File: src/rtl/avmm_burst_bridge.sv
// Avalon-MM pipeline bridge with a command FIFO, write-burst tracking,
// an outstanding-read-beat limiter and a one-cycle registered read return path.
// Optional build macro AVMM_BRIDGE_PERF_EN adds three 32-bit performance counters
// (perf_wr_beats, perf_rd_beats, perf_stall_cyc); without it the counters and
// their ports are absent.
module avmm_burst_bridge #(
  parameter int ADDR_W      = 10,
  parameter int DATA_W      = 32,
  parameter int BURST_W     = 4,
  parameter int CMD_DEPTH   = 4,
  parameter int MAX_RD_PEND = 16
) (
  input  logic                  clk_clk,
  input  logic                  reset_reset,
  input  logic [ADDR_W-1:0]     s_address,
  input  logic [BURST_W-1:0]    s_burstcount,
  input  logic [DATA_W/8-1:0]   s_byteenable,
  input  logic [DATA_W-1:0]     s_writedata,
  input  logic                  s_write,
  input  logic                  s_read,
  input  logic                  s_debugaccess,
  output logic                  s_waitrequest,
  output logic [DATA_W-1:0]     s_readdata,
  output logic                  s_readdatavalid,
  output logic [ADDR_W-1:0]     m_address,
  output logic [BURST_W-1:0]    m_burstcount,
  output logic [DATA_W/8-1:0]   m_byteenable,
  output logic [DATA_W-1:0]     m_writedata,
  output logic                  m_write,
  output logic                  m_read,
  output logic                  m_debugaccess,
  input  logic                  m_waitrequest,
  input  logic [DATA_W-1:0]     m_readdata,
  input  logic                  m_readdatavalid
`ifdef AVMM_BRIDGE_PERF_EN
  ,
  output logic [31:0]           perf_wr_beats,
  output logic [31:0]           perf_rd_beats,
  output logic [31:0]           perf_stall_cyc
`endif
);

  localparam int BE_W   = DATA_W / 8;
  localparam int PTR_W  = $clog2(CMD_DEPTH);
  localparam int CNT_W  = PTR_W + 1;
  localparam int PEND_W = $clog2(MAX_RD_PEND + 1);
  localparam int SUM_W  = ((PEND_W > BURST_W) ? PEND_W : BURST_W) + 1;

  typedef struct packed {
    logic [ADDR_W-1:0]  addr;
    logic [BURST_W-1:0] burst;
    logic [BE_W-1:0]    be;
    logic [DATA_W-1:0]  data;
    logic               wr;
    logic               rd;
    logic               dbg;
  } cmd_t;

  typedef enum logic {ST_IDLE = 1'b0, ST_WBURST = 1'b1} wr_state_e;

  cmd_t                mem_q [CMD_DEPTH];
  cmd_t                push_cmd;
  cmd_t                head;
  logic [PTR_W-1:0]    wr_ptr_q, rd_ptr_q;
  logic [CNT_W-1:0]    count_q, count_d;
  logic                full_q;
  logic                head_valid;
  logic                accept;
  logic                pop;
  logic                rd_block;
  logic [SUM_W-1:0]    rd_need;
  wr_state_e           state_q;
  logic [BURST_W-1:0]  beat_cnt_q;
  logic [PEND_W-1:0]   pend_cnt_q, pend_cnt_d;
  logic                rd_ret;
  logic [DATA_W-1:0]   s_readdata_q;
  logic                s_readdatavalid_q;

  // Upstream handshake: stall on reset, a full queue, or a read that must wait.
  assign rd_need       = SUM_W'(pend_cnt_q) + SUM_W'(s_burstcount);
  assign rd_block      = s_read & ((rd_need > SUM_W'(MAX_RD_PEND)) | (state_q == ST_WBURST));
  assign s_waitrequest = reset_reset | full_q | rd_block;
  assign accept        = (s_write | s_read) & ~s_waitrequest;

  assign push_cmd   = {s_address, s_burstcount, s_byteenable, s_writedata,
                       s_write, s_read, s_debugaccess};
  assign head       = mem_q[rd_ptr_q];
  assign head_valid = (count_q != '0);
  assign pop        = head_valid & ~m_waitrequest;

  // Downstream command is the FIFO head; request strobes are gated by occupancy.
  assign m_address     = head.addr;
  assign m_burstcount  = head.burst;
  assign m_byteenable  = head.be;
  assign m_writedata   = head.data;
  assign m_debugaccess = head.dbg;
  assign m_write       = head_valid & head.wr;
  assign m_read        = head_valid & head.rd;

  // Occupancy next state from the push/pop pair.
  always_comb begin
    // NOTE: every always_comb output gets a default first so no path leaves it unassigned (no latch).
    count_d = count_q;
    case ({accept, pop})
      2'b10:   count_d = count_q + CNT_W'(1);
      2'b01:   count_d = count_q - CNT_W'(1);
      default: count_d = count_q;
    endcase
  end

  // FIFO storage: written on accept only.
  always_ff @(posedge clk_clk) begin
    // NOTE: the storage array is deliberately not reset; pointers and count define validity.
    if (accept) mem_q[wr_ptr_q] <= push_cmd;
  end

  // FIFO pointers, occupancy and the registered full flag.
  always_ff @(posedge clk_clk or posedge reset_reset) begin
    if (reset_reset) begin
      // NOTE: sequential state is updated with non-blocking assignments only.
      wr_ptr_q <= '0;
      rd_ptr_q <= '0;
      count_q  <= '0;
      full_q   <= 1'b0;
    end else begin
      if (accept) wr_ptr_q <= wr_ptr_q + PTR_W'(1);
      if (pop)    rd_ptr_q <= rd_ptr_q + PTR_W'(1);
      count_q <= count_d;
      full_q  <= (count_d == CNT_W'(CMD_DEPTH));
    end
  end

  // Write-burst FSM: tracks the remaining beats of a multi-beat write burst.
  always_ff @(posedge clk_clk or posedge reset_reset) begin
    if (reset_reset) begin
      state_q    <= ST_IDLE;
      beat_cnt_q <= '0;
    end else if (accept && s_write) begin
      case (state_q)
        ST_IDLE: begin
          if (s_burstcount > BURST_W'(1)) begin
            state_q    <= ST_WBURST;
            beat_cnt_q <= s_burstcount - BURST_W'(1);
          end
        end
        ST_WBURST: begin
          beat_cnt_q <= beat_cnt_q - BURST_W'(1);
          if (beat_cnt_q == BURST_W'(1)) state_q <= ST_IDLE;
        end
        default: state_q <= ST_IDLE;
      endcase
    end
  end

  // Outstanding read beats; returns with nothing pending are stale and ignored.
  assign rd_ret = m_readdatavalid & (pend_cnt_q != '0);

  always_comb begin
    pend_cnt_d = pend_cnt_q;
    if (accept && s_read) pend_cnt_d = pend_cnt_d + PEND_W'(s_burstcount);
    if (rd_ret)           pend_cnt_d = pend_cnt_d - PEND_W'(1);
  end

  // Pending counter and the one-cycle registered read return.
  always_ff @(posedge clk_clk or posedge reset_reset) begin
    if (reset_reset) begin
      pend_cnt_q        <= '0;
      s_readdatavalid_q <= 1'b0;
      s_readdata_q      <= '0;
    end else begin
      pend_cnt_q        <= pend_cnt_d;
      s_readdatavalid_q <= rd_ret;
      if (rd_ret) s_readdata_q <= m_readdata;
    end
  end

  assign s_readdata      = s_readdata_q;
  assign s_readdatavalid = s_readdatavalid_q;

`ifdef AVMM_BRIDGE_PERF_EN
  // Free-running wrap-around counters of popped write beats, returned read beats and stalls.
  always_ff @(posedge clk_clk or posedge reset_reset) begin
    if (reset_reset) begin
      perf_wr_beats  <= '0;
      perf_rd_beats  <= '0;
      perf_stall_cyc <= '0;
    end else begin
      if (pop && head.wr)                       perf_wr_beats  <= perf_wr_beats + 32'd1;
      if (rd_ret)                               perf_rd_beats  <= perf_rd_beats + 32'd1;
      if (s_waitrequest && (s_read || s_write)) perf_stall_cyc <= perf_stall_cyc + 32'd1;
    end
  end
`endif

endmodule
File: config.mk
export PLATFORM = sky130hd
export DESIGN_NAME = avmm_burst_bridge
export DESIGN_NICKNAME = d
export VERILOG_FILES = /design/src/rtl/avmm_burst_bridge.sv
export SDC_FILE = /design/constraint.sdc
export NUM_CORES = 1
export LEC_CHECK = 0
export BUFFER_PORTS_ARGS = -buffer_cell sky130_fd_sc_hd__buf_2
export CAP_MARGIN = 5
export CORE_ASPECT_RATIO = 0.8
export CORE_MARGIN = 1.5
export CORE_UTILIZATION = 33
export CTS_BUF_LIST = sky130_fd_sc_hd__clkbuf_8 sky130_fd_sc_hd__clkbuf_16
export DETAILED_ROUTE_END_ITERATION = 7
export GPL_TIMING_DRIVEN = 1
export PLACE_DENSITY = 0.59
export SKIP_LAST_GASP = 1
export SLEW_MARGIN = 20
export SYNTH_ARGS = -nofsm -noshare
export SYNTH_HDL_FRONTEND = slang
export SYNTH_SLANG_ARGS = --single-unit
File: constraint.sdc
create_clock -name clk_clk -period 5.35 [get_ports clk_clk]
set_input_delay 0.535 -clock clk_clk [delete_from_list [all_inputs] [get_ports clk_clk]]
set_output_delay 0.535 -clock clk_clk [all_outputs]
set_load 0.02 [all_outputs]
==> insert_results.sql, run 1 <==
INSERT INTO impl_metrics (metric_group, metric, value, unit) VALUES
('job', 'cap_viol_max_count', '0', ''),
('clock_tree', 'max-clock-path-buffers', '3', ''),
('routing', 'vias', '5528', ''),
('synth', 'synth.cell_area', '10300', 'µm²'),
('critical_path', 'cp-start-kind', 'flip-flop', ''),
('floorplan', 'initial_utilization', '0.3375', ''),
('place', 'place_congestion', '0.8189', ''),
('clock_tree', 'path_clk_slew', '0.06', 'ns'),
('synth', 'synth_seq_area_share', '0.7418', ''),
('synth', 'synth_area_leader_cell', 'sky130_fd_sc_hd__edfxtp_1', ''),
('timing', 'timing_hold_violations_final', '0', ''),
('critical_path', 'regToRegStartpoint', 'pend_cnt_q[0]$_DFF_PP0_', ''),
('routing', 'post_drt_wl_per_cell', '17.88', 'µm'),
('critical_path', 'worstPathMaxFanout', '7', ''),
('synth', 'synth_edf_count', '212', ''),
('clock_tree', 'cts_root_buffer', 'sky130_fd_sc_hd__clkbuf_16', ''),
('critical_path', 'cp_slowest_cell', 'sky130_fd_sc_hd__fa_1', ''),
('timing', 'timing.setup.tns', '0', 'ns'),
('synth', 'postSynth.topFlopCell', 'sky130_fd_sc_hd__edfxtp_1', ''),
('critical_path', 'path_class', 'flip-flop to flip-flop', ''),
('worst_hold_path', 'timing.hold.worst_path_depth', '3', ''),
('timing', 'final_max_slew_viol_count', '0', ''),
('clock_tree', 'cts.htree.levels', '1', ''),
('outcome', 'outcome', 'complete, no violations', ''),
('worst_hold_path', 'min_delay_worst_endpoint', 's_readdata[17]$_DFFE_PP0P_', ''),
('floorplan', 'ios', '176', ''),
('routing', 'antenna_left', '0', ''),
('synth', 'ys_types', '46', ''),
('synth', 'mappedNetlistNets', '677', ''),
('synth', 'postSynth.asyncResetShare', '0.1939', ''),
('critical_path', 'ff2ff_setup_slack', '1.70', 'ns'),
('synth', 'ys_warn_count', '0', ''),
('floorplan', 'design.die.area', '32290', 'µm²'),
('global_route', 'wire_length_of_the_first_global_routing_pass', '33490', 'µm'),
('clock_tree', 'insertion_delay', '0.54', 'ns'),
('critical_path', 'critical_path.reg2reg.endpoint', 'full_q$_DFF_PP0_', ''),
('global_route', 'maximum_number_of_pins_on_one_net_before_global_route_repair', '54', ''),
('floorplan', 'dieHeight', '161.0', 'µm'),
('synth', 'postSynthCellCount', '572', ''),
('timing', 'fin_crit_sh', '0.6820', ''),
('place', 'place.port_buffers', '175', ''),
('critical_path', 'cpMostUsedCell', 'sky130_fd_sc_hd__inv_1', ''),
('critical_path', 'timing.critical_path.required', '5.80', 'ns'),
('floorplan', 'core_area', '30520', 'µm²'),
('power', 'leakagePower', '4.787', 'nW'),
('routing', 'drc', '0', ''),
('clock_tree', 'numCtsBuffers', '28', ''),
('power', 'cellPowerDensity', '514.4', 'nW/µm²'),
('finish', 'syn_to_final_growth', '22.06', '%'),
('floorplan', 'chipWidth', '200.5', 'µm'),
('timing', 'achievable-frequency', '0.2741', 'GHz'),
('finish', 'final_design_area_no_fill', '12570', 'µm²'),
('timing', 'worst_pin_slew', '0.7137', 'ns'),
('clock_tree', 'clock_tree_from_tritoncts', 'done', ''),
('global_route', 'groute.usage.overall', '0.1326', ''),
('critical_path', 'timing.reg2reg.worst_path_depth', '16', ''),
('global_route', 'number_of_antenna_violations_at_the_first_check_in_global_routing', '1', ''),
('timing', 'grt_setup_unrepaired', 'false', ''),
('finish', 'fill_cells', '2861', ''),
('routing', 'routed_wirelength', '21460', 'µm'),
('synth', 'mean_area_per_synthesized_cell', '18.01', 'µm²'),
('timing', 'setup_viol', '0', ''),
('finish', 'design.final.nets', '870', ''),
('timing', 'period_needed', '3.648', 'ns'),
('critical_path', 'endpoint_kind', 'flip-flop', ''),
('finish', 'final_layout_size_suffix_gt1_frac', '0.3651', ''),
('routing', 'drtPass1Iterations', '4', ''),
('global_route', 'grt.overflow.total', '0', ''),
('critical_path', 'cp_data_arrival_time', '4.10', 'ns'),
('clock_tree', 'post_cts_resize_count', '0', ''),
('clock_tree', 'clock-sinks', '263', '');
## worst max-delay path by stage
| stage | startpoint | to | cells past startpoint |
|---|---|---|---|
| after floorplan | s_burstcount[0] | mem_q[0][0]$_DFFE_PP_ | 10 |
| after global placement | s_burstcount[0] | mem_q[2][43]$_DFFE_PP_ | 11 |
| after detailed placement | s_burstcount[0] | full_q$_DFF_PP0_ | 17 |
| after CTS | pend_cnt_q[0]$_DFF_PP0_ | mem_q[2][43]$_DFFE_PP_ | 10 |
| after global routing | pend_cnt_q[0]$_DFF_PP0_ | full_q$_DFF_PP0_ | 16 |
| final | pend_cnt_q[0]$_DFF_PP0_ | full_q$_DFF_PP0_ | 16 |
## critical path: cells and delay by family, from the launching register on
family / cells / cell delay, ns
xor gates and xnor gates: 2 / 0.33
AOI/OAI and AO/OA: 3 / 0.75
DFF: 1 / 0.39
buffers and inverters: 3 / 0.19
adders and majority gates: 4 / 1.15
and+or+nand+nor: 4 / 0.76
## synthesized netlist by cell type, types with 2 or more instances
cell type                     n
sky130_fd_sc_hd__edfxtp_1   212
sky130_fd_sc_hd__nand2_1    108
sky130_fd_sc_hd__mux4_2      53
sky130_fd_sc_hd__dfrtp_1     51
sky130_fd_sc_hd__inv_1       17
sky130_fd_sc_hd__ha_1        14
sky130_fd_sc_hd__clkbuf_1    11
sky130_fd_sc_hd__nor2_1      10
sky130_fd_sc_hd__o21ai_0      9
sky130_fd_sc_hd__xnor2_1      8
sky130_fd_sc_hd__xor2_1       8
sky130_fd_sc_hd__nand3_1      7
sky130_fd_sc_hd__buf_2        5
sky130_fd_sc_hd__nor3_1       5
sky130_fd_sc_hd__and2_1       4
sky130_fd_sc_hd__buf_1        4
sky130_fd_sc_hd__mux2i_1      4
sky130_fd_sc_hd__a211oi_1     3
sky130_fd_sc_hd__nand4_1      3
sky130_fd_sc_hd__o211ai_1     3
sky130_fd_sc_hd__a21oi_1      2
sky130_fd_sc_hd__fa_1         2
sky130_fd_sc_hd__mux2_4       2
sky130_fd_sc_hd__nand2b_1     2
sky130_fd_sc_hd__nor2b_1      2
sky130_fd_sc_hd__o2111ai_1    2
sky130_fd_sc_hd__o21a_1       2
## final cells by class
cell class / count / area [µm²] / area share
Timing Repair Buffer: 184 / 996.0 / 0.07920
Clock inverter: 23 / 138.9 / 0.01104
Inverter: 17 / 63.81 / 0.005075
Sequential cell: 263 / 7647 / 0.6082
Antenna cell: 1 / 2.502 / 0.0001990
Clock buffer: 28 / 700.7 / 0.05572
Tap cell: 413 / 516.7 / 0.04109
Multi-Input combinational cell: 271 / 2509 / 0.1995
## what timing repair did
| item | CTS | global route |
|---|---|---|
| endpoints found under the hold margin | 5 | 0 |
| hold buffers | 1 | 0 |
| setup endpoints to repair | 0 | 0 |
## cells by family (layout without fill, tap and decap cells)
kind of cell | count (synthesis) | count (layout) | share of synthesized area
simple gates | 150 | 150 | 0.06315
buf+inv | 38 | 252 | 0.01518
fa+ha+maj | 16 | 16 | 0.02089
mux | 62 | 62 | 0.1273
other cells | 0 | 1 | 0
flops | 263 | 263 | 0.7418
compound gates | 27 | 27 | 0.01810
xor+xnor | 16 | 16 | 0.01360
## registers in the layout (all words and copies together) (netlist names), 2 cells and up
| signal | cells |
|---|---|
| beat_cnt_q | 4 |
| mem_q | 212 |
| rd_ptr_q | 2 |
| s_readdata | 32 |
| pend_cnt_q | 5 |
| count_q | 3 |
| wr_ptr_q | 2 |
## per-stage QoR
step	utilization	power (W)	worst slack [ns]	cells	hold WS [ns]
after CTS	0.4119	0.006594	1.671	1199	0.1688
after floorplan	-	0.004141	1.480	572	0.4527
final	0.4120	0.006468	1.702	1200	0.1931
after global routing	0.4119	0.006838	1.406	1199	0.1804
after global placement	0.3840	0.004788	1.346	1147	0.4375
after detailed placement	0.3840	0.004803	1.236	1147	0.4444
## report_power, final
part / internal, W / leakage (nW) / switching [W] / total (W)
Sequential: 0.00249 / 2.53 / 0.000236 / 0.00273
Clock: 0.000995 / 0.437 / 0.000766 / 0.00176
Combinational: 0.000860 / 1.82 / 0.00112 / 0.00198
Total: 0.00435 / 4.79 / 0.00212 / 0.00647
## layout by cell type, fill, tap and decap left out, types with 3 or more instances in the layout
master                      Yosys  routed
sky130_fd_sc_hd__edfxtp_1     212     212
sky130_fd_sc_hd__buf_2          5     175
sky130_fd_sc_hd__nand2_1      108     108
sky130_fd_sc_hd__mux4_2        53      53
sky130_fd_sc_hd__dfrtp_1       51      49
sky130_fd_sc_hd__clkbuf_16      0      28
sky130_fd_sc_hd__inv_1         17      23
sky130_fd_sc_hd__ha_1          14      14
sky130_fd_sc_hd__nor2_1        10      10
sky130_fd_sc_hd__o21ai_0        9       9
sky130_fd_sc_hd__clkinv_1       0       9
sky130_fd_sc_hd__xnor2_1        8       8
sky130_fd_sc_hd__xor2_1         8       8
sky130_fd_sc_hd__nand3_1        7       7
sky130_fd_sc_hd__nor3_1         5       5
sky130_fd_sc_hd__mux2i_1        4       4
sky130_fd_sc_hd__and2_2         0       4
sky130_fd_sc_hd__buf_12         0       4
sky130_fd_sc_hd__buf_4          0       4
sky130_fd_sc_hd__a211oi_1       3       3
sky130_fd_sc_hd__o211ai_1       3       3
sky130_fd_sc_hd__nand4_1        3       3
## layer usage
metal  global-route usage  vias up  wire, µm
li1                     -     2566         -
met1               0.1962     2776     10260
met2               0.2025      160      9505
met3              0.03269       26      1400
met4              0.01982        0       295
met5                    0        -         0
(Power assumes the default switching activity.)
==> inputs of run 2 (changes only) <==
Clock period 5.35 ns to 3.5 ns, I/O delays scaled along.
==> run 2 against run 1 <==
Compared with the run above: final area is 5.8% higher; utilization is 2.4 points higher; largest cell class unchanged; sequential cell count stayed put; critical path type unchanged; fmax is 10% higher; worst hold slack worse by 0.17 ns; register-to-register slack worse by 1.5 ns; cell count is 5.0% higher.
==> insert_results.sql, run 2 (synthesis gave the netlist of run 1 again) <==
INSERT INTO impl_metrics (metric_group, metric, value, unit) VALUES
('outcome', 'outcome', 'complete, no violations', ''),
('finish', 'layout_common_cells', 'sky130_fd_sc_hd__edfxtp_1 (212), sky130_fd_sc_hd__buf_2 (175), sky130_fd_sc_hd__nand2_1 (108)', ''),
('critical_path', 'critical_path.top_delay_family', 'adder cells', ''),
('critical_path', 'endpoint_kind', 'flip-flop', ''),
('floorplan', 'placement_rows', '57', ''),
('finish', 'final_layout_size_suffix_gt1_frac', '0.3747', ''),
('floorplan', 'initial_utilization', '0.3375', ''),
('critical_path', 'worstPathMaxFanout', '3', ''),
('clock_tree', 'numCtsBuffers', '27', ''),
('finish', 'syn_to_final_growth', '29.16', '%'),
('finish', 'largest_register_ff_count', '212', ''),
('place', 'hpwl_reported_at_the_end_of_detailed_placement', '13740', 'µm'),
('job', 'cap_viol_max_count', '0', ''),
('critical_path', 'cpMostUsedCell', 'sky130_fd_sc_hd__inv_1', ''),
('worst_hold_path', 'timing.hold.worst.class', 'input pin to flip-flop', ''),
('timing', 'fin_crit_sh', '0.9454', ''),
('routing', 'drt-initial-drc-count', '260', ''),
('clock_tree', 'path_clk_slew', '0.06', 'ns'),
('global_route', 'wire_length_of_the_first_global_routing_pass', '34140', 'µm'),
('power', 'pint', '0.007020', 'W'),
('finish', 'finalCoreUtilization', '0.4359', ''),
('critical_path', 'timing.critical_path.required', '3.95', 'ns'),
('critical_path', 'ff2ff_setup_slack', '0.19', 'ns'),
('global_route', 'groute.usage.overall', '0.1333', ''),
('global_route', 'number_of_antenna_violations_at_the_first_check_in_global_routing', '2', ''),
('floorplan', 'core_area', '30520', 'µm²'),
('power', 'power.combinational.fraction', '0.321', ''),
('critical_path', 'critPathBufInv', '3', ''),
('clock_tree', 'clock_tree_from_tritoncts', 'done', ''),
('global_route', 'grt_pass1_vias', '6043', ''),
('power', 'power_frac_clock', '0.280', ''),
('place', 'place.port_buffers', '175', ''),
('finish', 'regMostFlops', 'mem_q', ''),
('routing', 'routed_wirelength', '21740', 'µm'),
('timing', 'hold_ws', '0.02393', 'ns'),
('clock_tree', 'insertion_delay', '0.55', 'ns'),
('timing', 'setup_viol', '0', ''),
('clock_tree', 'clock-sinks', '263', ''),
('clock_tree', 'cts.htree.levels', '1', ''),
('timing', 'achievable-frequency', '0.3022', 'GHz'),
('power', 'leakagePower', '5.082', 'nW'),
('critical_path', 'worst_path_largest_cell_delay', '0.41', 'ns'),
('finish', 'design.final.nets', '932', ''),
('power', 'design_power_total', '0.01036', 'W'),
('timing', 'worst_pin_slew', '0.7825', 'ns'),
('power', 'power_frac_seq', '0.399', ''),
('finish', 'mostFrequentLayoutCell', 'sky130_fd_sc_hd__edfxtp_1', ''),
('finish', 'fill_cells', '2763', ''),
('critical_path', 'cp_cell_sequence', 'ha_4, inv_1, fa_2, nand2b_4, a221oi_2, a21oi_1, o2111a_1, nand2b_4, inv_1, ha_1, inv_1, fa_1, xor2_1, nor2_1, xor2_1, nor3b_2', ''),
('routing', 'antenna_left', '0', ''),
('place', 'place_congestion', '0.7962', ''),
('floorplan', 'dieHeight', '161.0', 'µm'),
('critical_path', 'cp-start-kind', 'flip-flop', ''),
('timing', 'finalClockSkew', '0.02016', 'ns'),
('critical_path', 'cp_data_arrival_time', '3.76', 'ns'),
('routing', 'routed_via_density', '4.606', ''),
('timing', 'timing_hold_violations_final', '0', ''),
('timing', 'final_max_slew_viol_count', '0', ''),
('global_route', 'maximum_number_of_pins_on_one_net_before_global_route_repair', '48', ''),
('routing', 'vias', '5804', ''),
('routing', 'post_drt_wl_per_cell', '17.25', 'µm'),
('power', 'switching_share', '0.3224', ''),
('floorplan', 'design.die.area', '32290', 'µm²'),
('timing', 'worst_case_headroom_to_the_max_slew_limit', '0.4776', ''),
('power', 'peak_supply_drop', '342.3', 'µV'),
('timing', 'period_needed', '3.309', 'ns'),
('power', 'power.switching', '0.003340', 'W'),
('floorplan', 'ios', '176', ''),
('critical_path', 'cp_slowest_cell', 'sky130_fd_sc_hd__dfrtp_2', ''),
('routing', 'drc', '0', ''),
('power', 'cellPowerDensity', '778.6', 'nW/µm²'),
('clock_tree', 'max-clock-path-buffers', '3', ''),
('global_route', 'grt.overflow.total', '0', ''),
('clock_tree', 'cts_root_buffer', 'sky130_fd_sc_hd__clkbuf_16', ''),
('critical_path', 'path_class', 'flip-flop to flip-flop', ''),
('routing', 'drtPass1Iterations', '4', ''),
('floorplan', 'chipWidth', '200.5', 'µm');
==> run 2: cell count changes in the layout (fill, tap and decap cells not counted), moves of 3 or more <==
cell                            delta
sky130_fd_sc_hd__inv_1             -5
sky130_fd_sc_hd__dlygate4sd3_1    +46
sky130_fd_sc_hd__buf_4            +14
sky130_fd_sc_hd__bufinv_16         +3
sky130_fd_sc_hd__clkinv_1          -4
sky130_fd_sc_hd__clkinvlp_4        +4
==> run 2: tightest hold or removal path, delay by kind of cell <==
kind / cells / cell delay [ns]
and+or+nand+nor: 2 / 0.10
buffers and inverters: 1 / 0.08
==> run 2: path summary, 6_finish.rpt <==
check | to | cells after the start | from
max in group asynchronous | s_readdata[18]$_DFFE_PP0P_ | 4 | reset_reset
min | s_readdata[5]$_DFFE_PP0P_ | 3 | m_readdata[5]
max | full_q$_DFF_PP0_ | 16 | pend_cnt_q[0]$_DFF_PP0_
min in group asynchronous | beat_cnt_q[1]$_DFFE_PP0P_ | 3 | reset_reset
max reg2reg | full_q$_DFF_PP0_ | 16 | pend_cnt_q[0]$_DFF_PP0_
min reg2reg | s_readdata[12]$_DFFE_PP0P_ | 2 | s_readdata[12]$_DFFE_PP0P_
==> run 2: layout make-up <==
cell class | instances | area, µm² | area share
sequential | 263 | 7649 | 0.5748
multi-input combinational | 271 | 2564 | 0.1927
clock inverter | 21 | 222.7 | 0.01674
timing repair buffer | 247 | 1613 | 0.1212
clock buffer | 27 | 675.6 | 0.05078
antenna | 1 | 2.502 | 0.0001881
inverter | 17 | 63.81 | 0.004795
tap | 413 | 516.7 | 0.03883
==> run 2: stage by stage <==
stage          TNS (ns)  cell area [µm²]  std cells  setup slack, ns
2_1_floorplan         0            10310        572           0.1732
3_3_place_gp          0            11840       1159          0.06865
3_5_place_dp   -0.02279            11840       1159         -0.02279
4_1_cts               0            13210       1254          0.05384
5_1_grt        -0.02100            13300       1259         -0.02100
6_report              0            13310       1260           0.1911
==> run 2: power by group through the flow <==
stage	clock network [W]	logic [W]	registers, W
after floorplan	0	0.00226	0.00407
after global placement	0	0.00319	0.00419
after global routing	0.00311	0.00361	0.00419
final	0.00290	0.00333	0.00413
after CTS	0.00300	0.00326	0.00414
after detailed placement	0	0.00321	0.00419
==> run 2: repair_timing <==
item | in CTS | in global routing
resized for setup | 0 | 12
hold buffers | 47 | 0
endpoints found under the hold margin | 147 | 0
setup buffers | 0 | 5
setup endpoints to repair | 0 | 4
==> run 2: per-layer routing <==
layer	up-vias	share of wire	GRT usage
li1	2688	-	-
met1	2915	0.46	0.1887
met2	160	0.46	0.2093
met3	39	0.060	0.03410
met4	2	0.020	0.02768
met5	-	0.00060	0
==> inputs of run 3 (changes only) <==
Settings changed: BUFFER_PORTS_ARGS -buffer_cell sky130_fd_sc_hd__buf_2 to -buffer_cell sky130_fd_sc_hd__buf_4, CORE_ASPECT_RATIO 0.8 to default.
==> run 3 against run 2 <==
Compared with the run above: sequential power about the same; largest cell class unchanged; sequential share of layout area shrank 3.3 points; count of clock-buffer cells in the layout increased by 1; non-clock buffer count is 35 higher.
==> insert_results.sql, run 3 (synthesis gave the netlist of run 1 again) <==
INSERT INTO impl_metrics (metric_group, metric, value, unit) VALUES
('timing', 'finalClockSkew', '0.007049', 'ns'),
('critical_path', 'worst_path_largest_cell_delay', '0.41', 'ns'),
('critical_path', 'endpoint_kind', 'flip-flop', ''),
('place', 'detailed_place.area', '12260', 'µm²'),
('finish', 'multiInputGateArea', '2629', 'µm²'),
('finish', 'largest_register_ff_count', '212', ''),
('critical_path', 'cp_slowest_cell', 'sky130_fd_sc_hd__fa_2', ''),
('global_route', 'maximum_number_of_pins_on_one_net_before_global_route_repair', '54', ''),
('global_route', 'grt.overflow.total', '0', ''),
('floorplan', 'placement_rows', '64', ''),
('finish', 'regMostFlops', 'mem_q', ''),
('timing', 'period_needed', '3.316', 'ns'),
('place', 'hpwl_reported_at_the_end_of_detailed_placement', '13160', 'µm'),
('timing', 'timing.setup.tns', '0', 'ns'),
('power', 'power_frac_seq', '0.391', ''),
('floorplan', 'chipWidth', '179.7', 'µm'),
('power', 'peak_supply_drop', '377.5', 'µV'),
('power', 'power.combinational.fraction', '0.350', ''),
('finish', 'num_antenna_cells', '0', ''),
('finish', 'final_cell_count_without_fillers', '1280', ''),
('worst_hold_path', 'timing.hold.worst.class', 'input pin to async pin', ''),
('clock_tree', 'insertion_delay', '0.54', 'ns'),
('clock_tree', 'cts.htree.levels', '1', ''),
('timing', 'fin_crit_sh', '0.9474', ''),
('timing', 'timing_hold_violations_final', '0', ''),
('timing', 'final_max_slew_viol_count', '0', ''),
('timing', 'worst_case_headroom_to_the_max_slew_limit', '0.4186', ''),
('power', 'pint', '0.007182', 'W'),
('clock_tree', 'clock-sinks', '263', ''),
('power', 'switching_share', '0.3214', ''),
('clock_tree', 'max-clock-path-buffers', '3', ''),
('routing', 'vias', '5961', ''),
('critical_path', 'cp-start-kind', 'flip-flop', ''),
('global_route', 'number_of_antenna_violations_at_the_first_check_in_global_routing', '0', ''),
('finish', 'final_layout_size_suffix_gt1_frac', '0.3733', ''),
('place', 'place_congestion', '0.7758', ''),
('finish', 'final_design_area_no_fill', '14100', 'µm²'),
('power', 'power_frac_clock', '0.259', ''),
('timing', 'worst_pin_slew', '0.8708', 'ns'),
('floorplan', 'dieHeight', '179.7', 'µm'),
('finish', 'syn_to_final_growth', '36.90', '%'),
('routing', 'antenna_left', '0', ''),
('routing', 'drt-initial-drc-count', '304', ''),
('floorplan', 'initial_utilization', '0.3359', ''),
('timing', 'setup_viol', '0', ''),
('routing', 'routed_wirelength', '22010', 'µm'),
('timing', 'achievable-frequency', '0.3016', 'GHz'),
('power', 'cellPowerDensity', '750.4', 'nW/µm²'),
('clock_tree', 'numCtsBuffers', '28', ''),
('finish', 'fill_cells', '2631', ''),
('place', 'place.port_buffers', '175', ''),
('finish', 'design.final.nets', '968', ''),
('place', 'cell_count_post_placement', '1141', ''),
('critical_path', 'path_class', 'flip-flop to flip-flop', ''),
('power', 'leakagePower', '5.407', 'nW'),
('critical_path', 'cp_cell_sequence', 'ha_2, inv_2, fa_2, nand2b_4, a221oi_4, a21oi_2, o2111a_1, buf_4, nand2b_4, inv_4, ha_4, inv_1, fa_2, xor2_1, nor2_1, xor2_1, nor3b_2', ''),
('job', 'cap_viol_max_count', '0', ''),
('outcome', 'outcome', 'complete, no violations', ''),
('routing', 'post_drt_wl_per_cell', '17.19', 'µm'),
('global_route', 'grt_pass1_vias', '6389', ''),
('finish', 'mostFrequentLayoutCell', 'sky130_fd_sc_hd__edfxtp_1', ''),
('power', 'power.switching', '0.003401', 'W'),
('critical_path', 'ff2ff_setup_slack', '0.18', 'ns'),
('global_route', 'groute.usage.overall', '0.1359', ''),
('finish', 'layout.area.seq', '7647', 'µm²'),
('clock_tree', 'path_clk_slew', '0.06', 'ns'),
('finish', 'layout_common_cells', 'sky130_fd_sc_hd__edfxtp_1 (212), sky130_fd_sc_hd__buf_4 (196), sky130_fd_sc_hd__nand2_1 (108)', ''),
('critical_path', 'cp_data_arrival_time', '3.78', 'ns'),
('critical_path', 'timing.critical_path.required', '3.96', 'ns'),
('global_route', 'wire_length_of_the_first_global_routing_pass', '34960', 'µm'),
('clock_tree', 'cts_root_buffer', 'sky130_fd_sc_hd__clkbuf_16', ''),
('timing', 'hold_ws', '0.01798', 'ns'),
('clock_tree', 'clock_tree_from_tritoncts', 'done', ''),
('critical_path', 'worstPathMaxFanout', '3', ''),
('finish', 'finalCoreUtilization', '0.4599', ''),
('floorplan', 'design.die.area', '32290', 'µm²'),
('floorplan', 'ios', '176', ''),
('floorplan', 'core_area', '30670', 'µm²'),
('routing', 'routed_via_density', '4.657', ''),
('routing', 'drc', '0', ''),
('timing', 'grt_setup_unrepaired', 'true', ''),
('routing', 'drtPass1Iterations', '5', '');
run 3: cell count changes in the layout (fill, tap and decap cells not counted), sizes merged, moves of 2 or more:
cell and change:
buf +3, clkinvlp -2, dlygate4sd3 +32, bufinv -3, inv +3, clkinv +4
run 3: cell type report:
cell class / instances / area share
flip-flops and latches: 263 / 0.5422
inverters: 17 / 0.004702
well taps: 396 / 0.03513
clock buffers: 28 / 0.04968
clock inverters: 23 / 0.01153
multi-input cells: 271 / 0.1864
repair buffers: 282 / 0.1703
run 3: repair_timing:
item / 4_1_cts / 5_1_grt
hold endpoints to repair: 220 / 0
buffers inserted: 2 / 7
gates resized for setup: 2 / 21
hold buffers: 79 / 0
setup endpoints to repair: 1 / 3
pin swaps: 2 / 11
run 3: final timing paths:
kind	from	to	cells past startpoint
min reg2reg	s_readdata[29]$_DFFE_PP0P_	s_readdata[29]$_DFFE_PP0P_	2
max	pend_cnt_q[0]$_DFF_PP0_	full_q$_DFF_PP0_	17
min	reset_reset	pend_cnt_q[1]$_DFF_PP0_	2
max reg2reg	pend_cnt_q[0]$_DFF_PP0_	full_q$_DFF_PP0_	17
min in group clk_clk	s_burstcount[1]	mem_q[3][40]$_DFFE_PP_	1
max in group asynchronous	reset_reset	s_readdata[15]$_DFFE_PP0P_	3
run 3: metrics by stage:
| stage | power, W | setup slack (ns) |
|---|---|---|
| 6_report | 0.01058 | 0.1840 |
| 5_1_grt | 0.01114 | -0.03328 |
| 4_1_cts | 0.01054 | 0.07274 |
| 3_5_place_dp | 0.007648 | -0.03345 |
| 3_3_place_gp | 0.007628 | 0.06892 |
| 2_1_floorplan | 0.006324 | 0.1732 |
run 3: power by group through the flow:
stage	Combinational [W]	Clock [W]	Sequential, W
2_1_floorplan	0.00226	0	0.00407
3_5_place_dp	0.00344	0	0.00421
5_1_grt	0.00398	0.00294	0.00421
6_report	0.00370	0.00274	0.00414
4_1_cts	0.00355	0.00284	0.00415
3_3_place_gp	0.00342	0	0.00421
run 3: per-layer routing:
metal	vias to the layer above	track usage	routed length, µm	share of wire
met5	-	0	0	0
met4	0	0.04133	623	0.028
met3	36	0.03505	1515	0.069
met2	211	0.2258	10570	0.48
met1	2954	0.1751	9300	0.42
li1	2760	-	-	-
run 3: worst max-delay path, delay by kind of cell, from the launching register on:
kind,cells,cell delay [ns]
xor gates and xnor gates,2,0.31
and+or+nand+nor,4,0.63
buffers and inverters,4,0.29
DFF,1,0.36
adders and majority gates,4,1.08
AOI/OAI and AO/OA,3,0.58
